==> src/rtl/reorder_buffer.sv <==
// Reorder buffer: tracks in-flight instructions in a circular buffer and retires them in issue order; tag = slot + 1, tag 0 = no producer.
// Latency: issue and CDB writes land at the next edge; a ready head entry is committed with registered rf_modify* one edge later.
// Backpressure: issue_ready drops when full (a same-cycle commit does not reopen it); rdy_in=0 freezes all state. Macro ROB_QUERY_EN enables operand lookup.
module reorder_buffer #(
  parameter int ROB_SIZE = 16,
  parameter int TAG_W    = 5
) (
  input  logic             clk_in,
  input  logic             rst_in,
  input  logic             rdy_in,
  input  logic             issue_valid,
  input  logic [4:0]       issue_rd,
  input  logic             issue_has_rd,
  output logic             issue_ready,
  output logic [TAG_W-1:0] issue_entry,
  output logic             rf_reorder,
  output logic [TAG_W-1:0] rf_reorder_entry,
  output logic [4:0]       rf_reorder_rd,
  input  logic             cdb_valid,
  input  logic [TAG_W-1:0] cdb_entry,
  input  logic [31:0]      cdb_value,
  input  logic             flush_in,
  output logic             rf_modify,
  output logic [TAG_W-1:0] rf_modify_entry,
  output logic [4:0]       rf_modify_index,
  output logic [31:0]      rf_modify_value,
  input  logic [TAG_W-1:0] q1_entry,
  input  logic [TAG_W-1:0] q2_entry,
  output logic             q1_ready,
  output logic             q2_ready,
  output logic [31:0]      q1_value,
  output logic [31:0]      q2_value
);
  localparam int IDX_W = (ROB_SIZE > 1) ? $clog2(ROB_SIZE) : 1;
  localparam int CNT_W = IDX_W + 1;

  typedef struct packed {
    logic        busy;
    logic        ready;
    logic        has_rd;
    logic [4:0]  rd;
    logic [31:0] value;
  } rob_entry_t;

  rob_entry_t       entries [ROB_SIZE];
  logic [IDX_W-1:0] head;
  logic [IDX_W-1:0] tail;
  logic [CNT_W-1:0] count;

  logic             accept;
  logic             commit;
  logic             cdb_hit;
  logic [IDX_W-1:0] cdb_idx;
  rob_entry_t       head_ent;

  // Issue side: full check uses the registered count only, so a commit in
  // the same cycle never lets a full buffer accept.
  assign issue_ready      = (count != CNT_W'(ROB_SIZE));
  assign issue_entry      = TAG_W'(tail) + TAG_W'(1);
  assign accept           = issue_valid && issue_ready && rdy_in && !flush_in;
  assign rf_reorder       = accept && issue_has_rd && (issue_rd != 5'd0);
  assign rf_reorder_entry = issue_entry;
  assign rf_reorder_rd    = issue_rd;

  // Broadcasts to tag 0, out-of-range tags or idle slots are dropped.
  assign cdb_idx  = IDX_W'(cdb_entry - TAG_W'(1));
  assign cdb_hit  = cdb_valid && (cdb_entry != '0) && (cdb_entry <= TAG_W'(ROB_SIZE))
                    && entries[cdb_idx].busy;

  // Commit looks at the registered ready bit, so a CDB write is retired one edge later at the earliest.
  assign head_ent = entries[head];
  assign commit   = head_ent.busy && head_ent.ready;

  // Entry array, pointers, occupancy and the registered commit port.
  always_ff @(posedge clk_in or negedge rst_in) begin
    if (!rst_in) begin
      for (int i = 0; i < ROB_SIZE; i++) entries[i] <= '0;
      head            <= '0;
      tail            <= '0;
      count           <= '0;
      rf_modify       <= 1'b0;
      rf_modify_entry <= '0;
      rf_modify_index <= '0;
      rf_modify_value <= '0;
    end else if (!rdy_in) begin
      rf_modify <= 1'b0;
    end else if (flush_in) begin
      for (int i = 0; i < ROB_SIZE; i++) begin
        entries[i].busy  <= 1'b0;
        entries[i].ready <= 1'b0;
      end
      head      <= '0;
      tail      <= '0;
      count     <= '0;
      rf_modify <= 1'b0;
    end else begin
      rf_modify <= 1'b0;
      if (cdb_hit) begin
        entries[cdb_idx].value <= cdb_value;
        entries[cdb_idx].ready <= 1'b1;
      end
      // Placed after the CDB write so retiring the head wins on the same slot.
      if (commit) begin
        entries[head].busy  <= 1'b0;
        entries[head].ready <= 1'b0;
        head                <= head + IDX_W'(1);
        rf_modify           <= head_ent.has_rd && (head_ent.rd != 5'd0);
        rf_modify_entry     <= TAG_W'(head) + TAG_W'(1);
        rf_modify_index     <= head_ent.rd;
        rf_modify_value     <= head_ent.value;
      end
      if (accept) begin
        entries[tail].busy   <= 1'b1;
        entries[tail].ready  <= 1'b0;
        entries[tail].has_rd <= issue_has_rd;
        entries[tail].rd     <= issue_rd;
        entries[tail].value  <= '0;
        tail                 <= tail + IDX_W'(1);
      end
      case ({accept, commit})
        2'b10:   count <= count + CNT_W'(1);
        2'b01:   count <= count - CNT_W'(1);
        default: count <= count;
      endcase
    end
  end

`ifdef ROB_QUERY_EN
  logic [TAG_W-1:0] q_entry [2];
  logic [IDX_W-1:0] q_idx   [2];
  logic             q_rdy   [2];
  logic [31:0]      q_val   [2];

  assign q_entry[0] = q1_entry;
  assign q_entry[1] = q2_entry;
  assign q_idx[0]   = IDX_W'(q1_entry - TAG_W'(1));
  assign q_idx[1]   = IDX_W'(q2_entry - TAG_W'(1));

  // Operand lookup: a same-cycle broadcast to the queried tag bypasses the array.
  always_comb begin
    for (int i = 0; i < 2; i++) begin
      q_rdy[i] = 1'b0;
      q_val[i] = '0;
      if ((q_entry[i] != '0) && (q_entry[i] <= TAG_W'(ROB_SIZE)) && entries[q_idx[i]].busy) begin
        if (cdb_valid && (cdb_entry == q_entry[i])) begin
          q_rdy[i] = 1'b1;
          q_val[i] = cdb_value;
        end else if (entries[q_idx[i]].ready) begin
          q_rdy[i] = 1'b1;
          q_val[i] = entries[q_idx[i]].value;
        end
      end
    end
  end

  assign q1_ready = q_rdy[0];
  assign q1_value = q_val[0];
  assign q2_ready = q_rdy[1];
  assign q2_value = q_val[1];
`else
  logic unused_query;
  assign unused_query = ^{q1_entry, q2_entry};
  assign q1_ready     = 1'b0;
  assign q2_ready     = 1'b0;
  assign q1_value     = '0;
  assign q2_value     = '0;
`endif

endmodule
==> config.mk <==
export PLATFORM = sky130hd
export DESIGN_NAME = reorder_buffer
export DESIGN_NICKNAME = d
export VERILOG_FILES = /design/src/rtl/reorder_buffer.sv
export SDC_FILE = /design/constraint.sdc
export NUM_CORES = 2
export LEC_CHECK = 0
export BUFFER_PORTS_ARGS = -buffer_cell sky130_fd_sc_hd__buf_2
export CAP_MARGIN = 20
export CORE_MARGIN = 2
export CORE_UTILIZATION = 29
export CTS_CLUSTER_SIZE = 12
export DETAILED_ROUTE_END_ITERATION = 8
export PLACE_DENSITY = 0.55
export REMOVE_ABC_BUFFERS = 1
export SLEW_MARGIN = 20
export SYNTH_ARGS = -nofsm -noshare
export SYNTH_HDL_FRONTEND = slang
export SYNTH_SLANG_ARGS = --single-unit
==> constraint.sdc <==
create_clock -name clk_in -period 3.8 [get_ports clk_in]
set_input_delay 0.57 -clock clk_in [delete_from_list [all_inputs] [get_ports clk_in]]
set_output_delay 0.57 -clock clk_in [all_outputs]
set_load 0.005 [all_outputs]
After elaboration in Yosys (flattened, before gate mapping):

Cells that the tools add are included.

* $add $sub $neg: 7
* $lt $le $gt $ge: 7
* equality and inequality tests: 3
* multiplexer cells: 65
* bitwise operators: 4
* reductions and logical operators: 25

Operators by type and width (number)
* $bwmux W640: 9
* $mux W640: 7
* $demux W40 S4: 9
* $bmux W40 S4: 2
* $mux W40: 6
* $mux W39: 3
* $mux W32: 2
* $mux W38: 1
* $mux W37: 1
* $mux W2: 16
* $mux W4: 4
* $ge A5 B5 Y1 const B: 3
* $lt A5 B1 Y1 const B: 3
* $not A4 Y5: 3
* $reduce_bool A5 Y1: 3
* $logic_and A1 B1 Y1: 13
* $add A4 B1 Y5 const B: 2
* $pmux W5 S2: 1
* $add A4 B1 Y4 const B: 2
* $reduce_and A2 Y1: 4
* $add A5 B1 Y5 const B: 1
* $le A5 B5 Y1 const B: 1
* $mux W5: 1
* $ne A5 B5 Y1 const B: 1
* other kinds (10): 13

* flip-flop bits (word level): 696
* input port bits: 59
* output and inout port bits: 126
* word-level logic and storage cells: 198

Depth between registers and ports, before layout:

* depth in word-level cells: 23
* depth in mapped cells: 13

Worst setup path after synthesis:

OpenSTA, ideal clock, no wires.

* path kind: register -> register
* from: register head[0]
* to: register count[4]
* library setup time: 121 ps
* arrival time: 3058 ps
* required time: 3679 ps
* slack: 621 ps
* cell stages (with the launch flop): 13
* buffers on the path: 1
* period minus slack after synthesis: 3179 ps
* cells stage by stage: dfrtp_1 buf_4 inv_2 mux4_2 nor3_2 o41ai_1 xnor2_1 ha_1 o31a_1 nor3_1 mux2_2 o21ai_0 a22o_1

* longest elaborated chain between the ends: 8
* elaborated cells between the ends (all ways): 11

Ends and longest elaborated chain
* from (decl): line 46 `logic [IDX_W-1:0] head;`
* from (signal assigned): line 106 `head <= head + IDX_W'(1);`
* $not A4 Y5 (implied by the code) (*): line 71 `assign head_ent = entries[head];`
* $bmux W40 S4 (*): line 71
* $mux W40 (implied by the code) (*) (2 in a row): line 71
* $logic_and A1 B1 Y1 (*): line 72 `assign commit = head_ent.busy && head_ent.ready;`
* $eq A2 B1 Y1 or $eq A2 B2 Y1 (tied branches): line 120 `case ({accept, commit})`
* $pmux W5 S2 or $reduce_bool A3 Y1 (tied branches)
* $mux W5 or $reduce_and A2 Y1 (tied branches)
* to (signal assigned): line 121 `2'b10: count <= count + CNT_W'(1);`
* to (signal assigned): line 122 `2'b01: count <= count - CNT_W'(1);`
* to (signal assigned): line 123 `default: count <= count;`
* to (decl): line 48 `logic [CNT_W-1:0] count;`

Mark *: on every way between the ends. The rest lies on a longest branch, timed or not. The select of a mux whose other input is x is not followed.
A chain may end at the register's enable or synchronous reset.

Worst setup path in the final report:

* from: register head[1]
* to: register count[4]

The elaborated chain is that of the path after synthesis.

==> impl_metrics.env <==
export IMPL_post_route_period_util=0.879
export IMPL_vias_per_cell=5.67
export IMPL_yosys_cell_types_count=71
export IMPL_powerDensity_nw_per_um2=455
export IMPL_initial_utilization=0.292
export IMPL_cts_tree="yes"
export IMPL_leakage_nw=16.5
export IMPL_port_buffers=108
export IMPL_root_buffer="clkbuf_16"
export IMPL_synth_edf_count=0
export IMPL_grt_pass1_vias=22500
export IMPL_slew_headroom=0.340
export IMPL_layout_drive_gt1_share=0.273
export IMPL_path_cells="inv_1 > o211ai_1 > o2111a_1 > buf_4 > o41ai_1 > buf_4 > xnor2_1 > ha_1 > o31a_1 > nor3_1 > mux2_2 > o21ai_0 > a22o_1"
export IMPL_synth_async_reset_ratio=1.00
export IMPL_gp_congestion=0.878
export IMPL_cp_slowest_cell="dfrtp_4"
export IMPL_htreeDepth=3
export IMPL_rows=121
export IMPL_cp_common_cell="buf_4"
export IMPL_synth_seq_cells=696
export IMPL_clock_fmax_mhz=299
export IMPL_grt_usage=0.175
export IMPL_fin_cells=3762
export IMPL_drt_total_wl_um=98800
export IMPL_crit_buf_inv=3
export IMPL_cts_sink_count=696
export IMPL_crit_type="reg -> reg"
export IMPL_post_cts_buffers=0
export IMPL_drt_pass1_iterations=5
export IMPL_ys_flop_type="dfrtp_1"
export IMPL_max_cap_viol_count=0
export IMPL_syn_avg_cell_area_um2=13.9
export IMPL_ir_worst_vdd_uv=267
export IMPL_hold_violations=0
export IMPL_syn_area_um2=31800
export IMPL_cp_data_arrival_time_ns=3.84
export IMPL_cp_max_fo=10
export IMPL_clock_skew_ns=0.0267
export IMPL_yosys_warnings=0
export IMPL_num_vias=21300
export IMPL_worst_pin_slew_ns=0.989
export IMPL_slowest_delay_ns=0.54
export IMPL_ios=185
export IMPL_path_clk_slew_ns=0.06
export IMPL_final_common_cell="dfrtp_1"
export IMPL_die_area_um2=112000
export IMPL_ant_nets=0
export IMPL_outcome="completed"
export IMPL_finalMaxSlewViolations=0
export IMPL_dp_cells=3638
export IMPL_hp_class="in -> reg"
export IMPL_dp_hpwl_um=56100
export IMPL_drt_iter0_drc=2232
export IMPL_antenna_found_initial=8
export IMPL_critPathRequiredTime_ns=4.30
export IMPL_die_h_um=335
export IMPL_grt_max_degree=128
export IMPL_drc=0
export IMPL_seq_area_um2=17400
export IMPL_rsz0062_at_grt="false"
export IMPL_crit_family="compound AO/OA/AOI/OAI gates"
export IMPL_multiInputGateArea_um2=13100
export IMPL_coreArea_um2=109000
export IMPL_finalSetupViolations=0
export IMPL_die_w_um=335
export IMPL_start_kind="flip-flop"
export IMPL_clk_latency_ns=0.63
export IMPL_grt_pass1_wl_um=149000
export IMPL_fin_crit_ns=3.34
export IMPL_wl_per_cell_um=26.3
export IMPL_final_util=0.332
export IMPL_fill_cells=10500
export IMPL_final_cell_mix="692 x dfrtp_1, 512 x a22o_1, 196 x mux4_2, 154 x nand2_1, 108 x mux2_2"
export IMPL_synth_cells=2294
export IMPL_overflow=0
export IMPL_end_kind="flip-flop"
export IMPL_layout_nets=2375
export IMPL_numCtsBuffers=73
export IMPL_cts_buffer_depth=3
export IMPL_syn2layout_area_growth_pct=13.4
export IMPL_ys_seq_area_frac=0.547
export IMPL_p_total_mw=16.4
export IMPL_whs_ns=0.308
==> state kept, by name (all words and copies together) (netlist names) <==
signal	count
rf_modify	1
head	4
rf_modify_value	32
count	5
entries	640
tail	4
rf_modify_entry	5
rf_modify_index	5
==> through the flow <==
stage | setup slack (ns) | instance area [µm²] | TNS (ns)
global placement | 0.314 | 33800 | 0
detailed placement | 0.253 | 33800 | 0
CTS | 0.113 | 36100 | 0
floorplan | -4.70 | 30400 | -449.38
global route | 0.333 | 36100 | 0
finish | 0.458 | 36100 | 0
==> worst register-to-register path, cell delays in order (launching register included) <==
cell,delay (ns)
dfrtp_4,0.54
inv_1,0.27
o211ai_1,0.14
o2111a_1,0.16
buf_4,0.17
o41ai_1,0.50
buf_4,0.24
xnor2_1,0.07
ha_1,0.24
o31a_1,0.25
nor3_1,0.13
mux2_2,0.18
o21ai_0,0.07
a22o_1,0.24
==> logic make-up after synthesis <==
group	Yosys count	synth area share
other cells	1	0.000118
flops	696	0.547
buf+inv	341	0.0547
mux	310	0.179
fa+ha+maj	15	0.00590
compound gates	654	0.171
simple gates	267	0.0397
xor+xnor	10	0.00275
==> worst paths after layout <==
kind	from	to	slack (ns)	cells past startpoint
max	head[1]	count[4]	0.46	13
min in group asynchronous	rst_in	rf_modify_value[18]	0.55	2
max reg2reg	head[1]	count[4]	0.46	13
min reg2reg	entries[552]	entries[552]	0.47	2
max in group asynchronous	rst_in	rf_modify_entry[0]	2.19	3
min	issue_has_rd	entries[277]	0.31	3
==> synth_stat cells, types with 3 or more instances <==
cell,n,share of area
nand3_1,26,0.0041
ha_1,15,0.0059
nand2_1,159,0.019
nor3_1,4,0.00063
nor3b_1,5,0.0012
nor2b_1,4,0.00079
nor2_1,24,0.0028
o2bb2ai_1,3,0.00083
and2_1,9,0.0018
xor2_1,3,0.00083
mux2i_1,6,0.0019
buf_1,45,0.0053
buf_2,57,0.0090
a22o_1,512,0.14
dfrtp_1,696,0.55
and3_1,8,0.0016
a211oi_4,3,0.0019
mux4_2,196,0.14
xnor2_1,7,0.0019
nand2b_1,6,0.0012
buf_4,81,0.019
buf_6,11,0.0039
a311oi_2,3,0.0014
a21o_1,11,0.0026
clkbuf_2,3,0.00047
clkbuf_1,132,0.016
o31a_1,3,0.00083
o21ai_0,35,0.0055
mux2_2,108,0.038
inv_1,10,0.0012
nor3_2,3,0.00094
o21ai_1,3,0.00047
a31oi_1,5,0.00098
a21oi_1,52,0.0082
==> power by group <==
part	total (mW)	switching, mW	internal, mW
registers	7.91	0.192	7.72
logic	1.69	0.960	0.728
clock network	6.84	2.96	3.88
==> per-layer routing <==
layer,wire (µm),global-route usage
met1,42100,0.245
met2,45600,0.271
met3,8110,0.0405
met4,2880,0.0533
met5,68,0
==> cell type report <==
class                           instances  share of cell area
Antenna cell                            2            0.000139
Clock inverter                          8             0.00263
Tap cell                             1414              0.0490
Multi-Input combinational cell       1322               0.362
Inverter                               12             0.00125
Sequential cell                       696               0.483
Timing Repair Buffer                  196              0.0426
Clock buffer                          112              0.0594
==> repair_timing <==
item	4_1_cts	5_1_grt
hold buffers	1	0
endpoints found under the hold margin	46	0
gates resized for setup	0	0
Power figures use the tool's default switching activity.
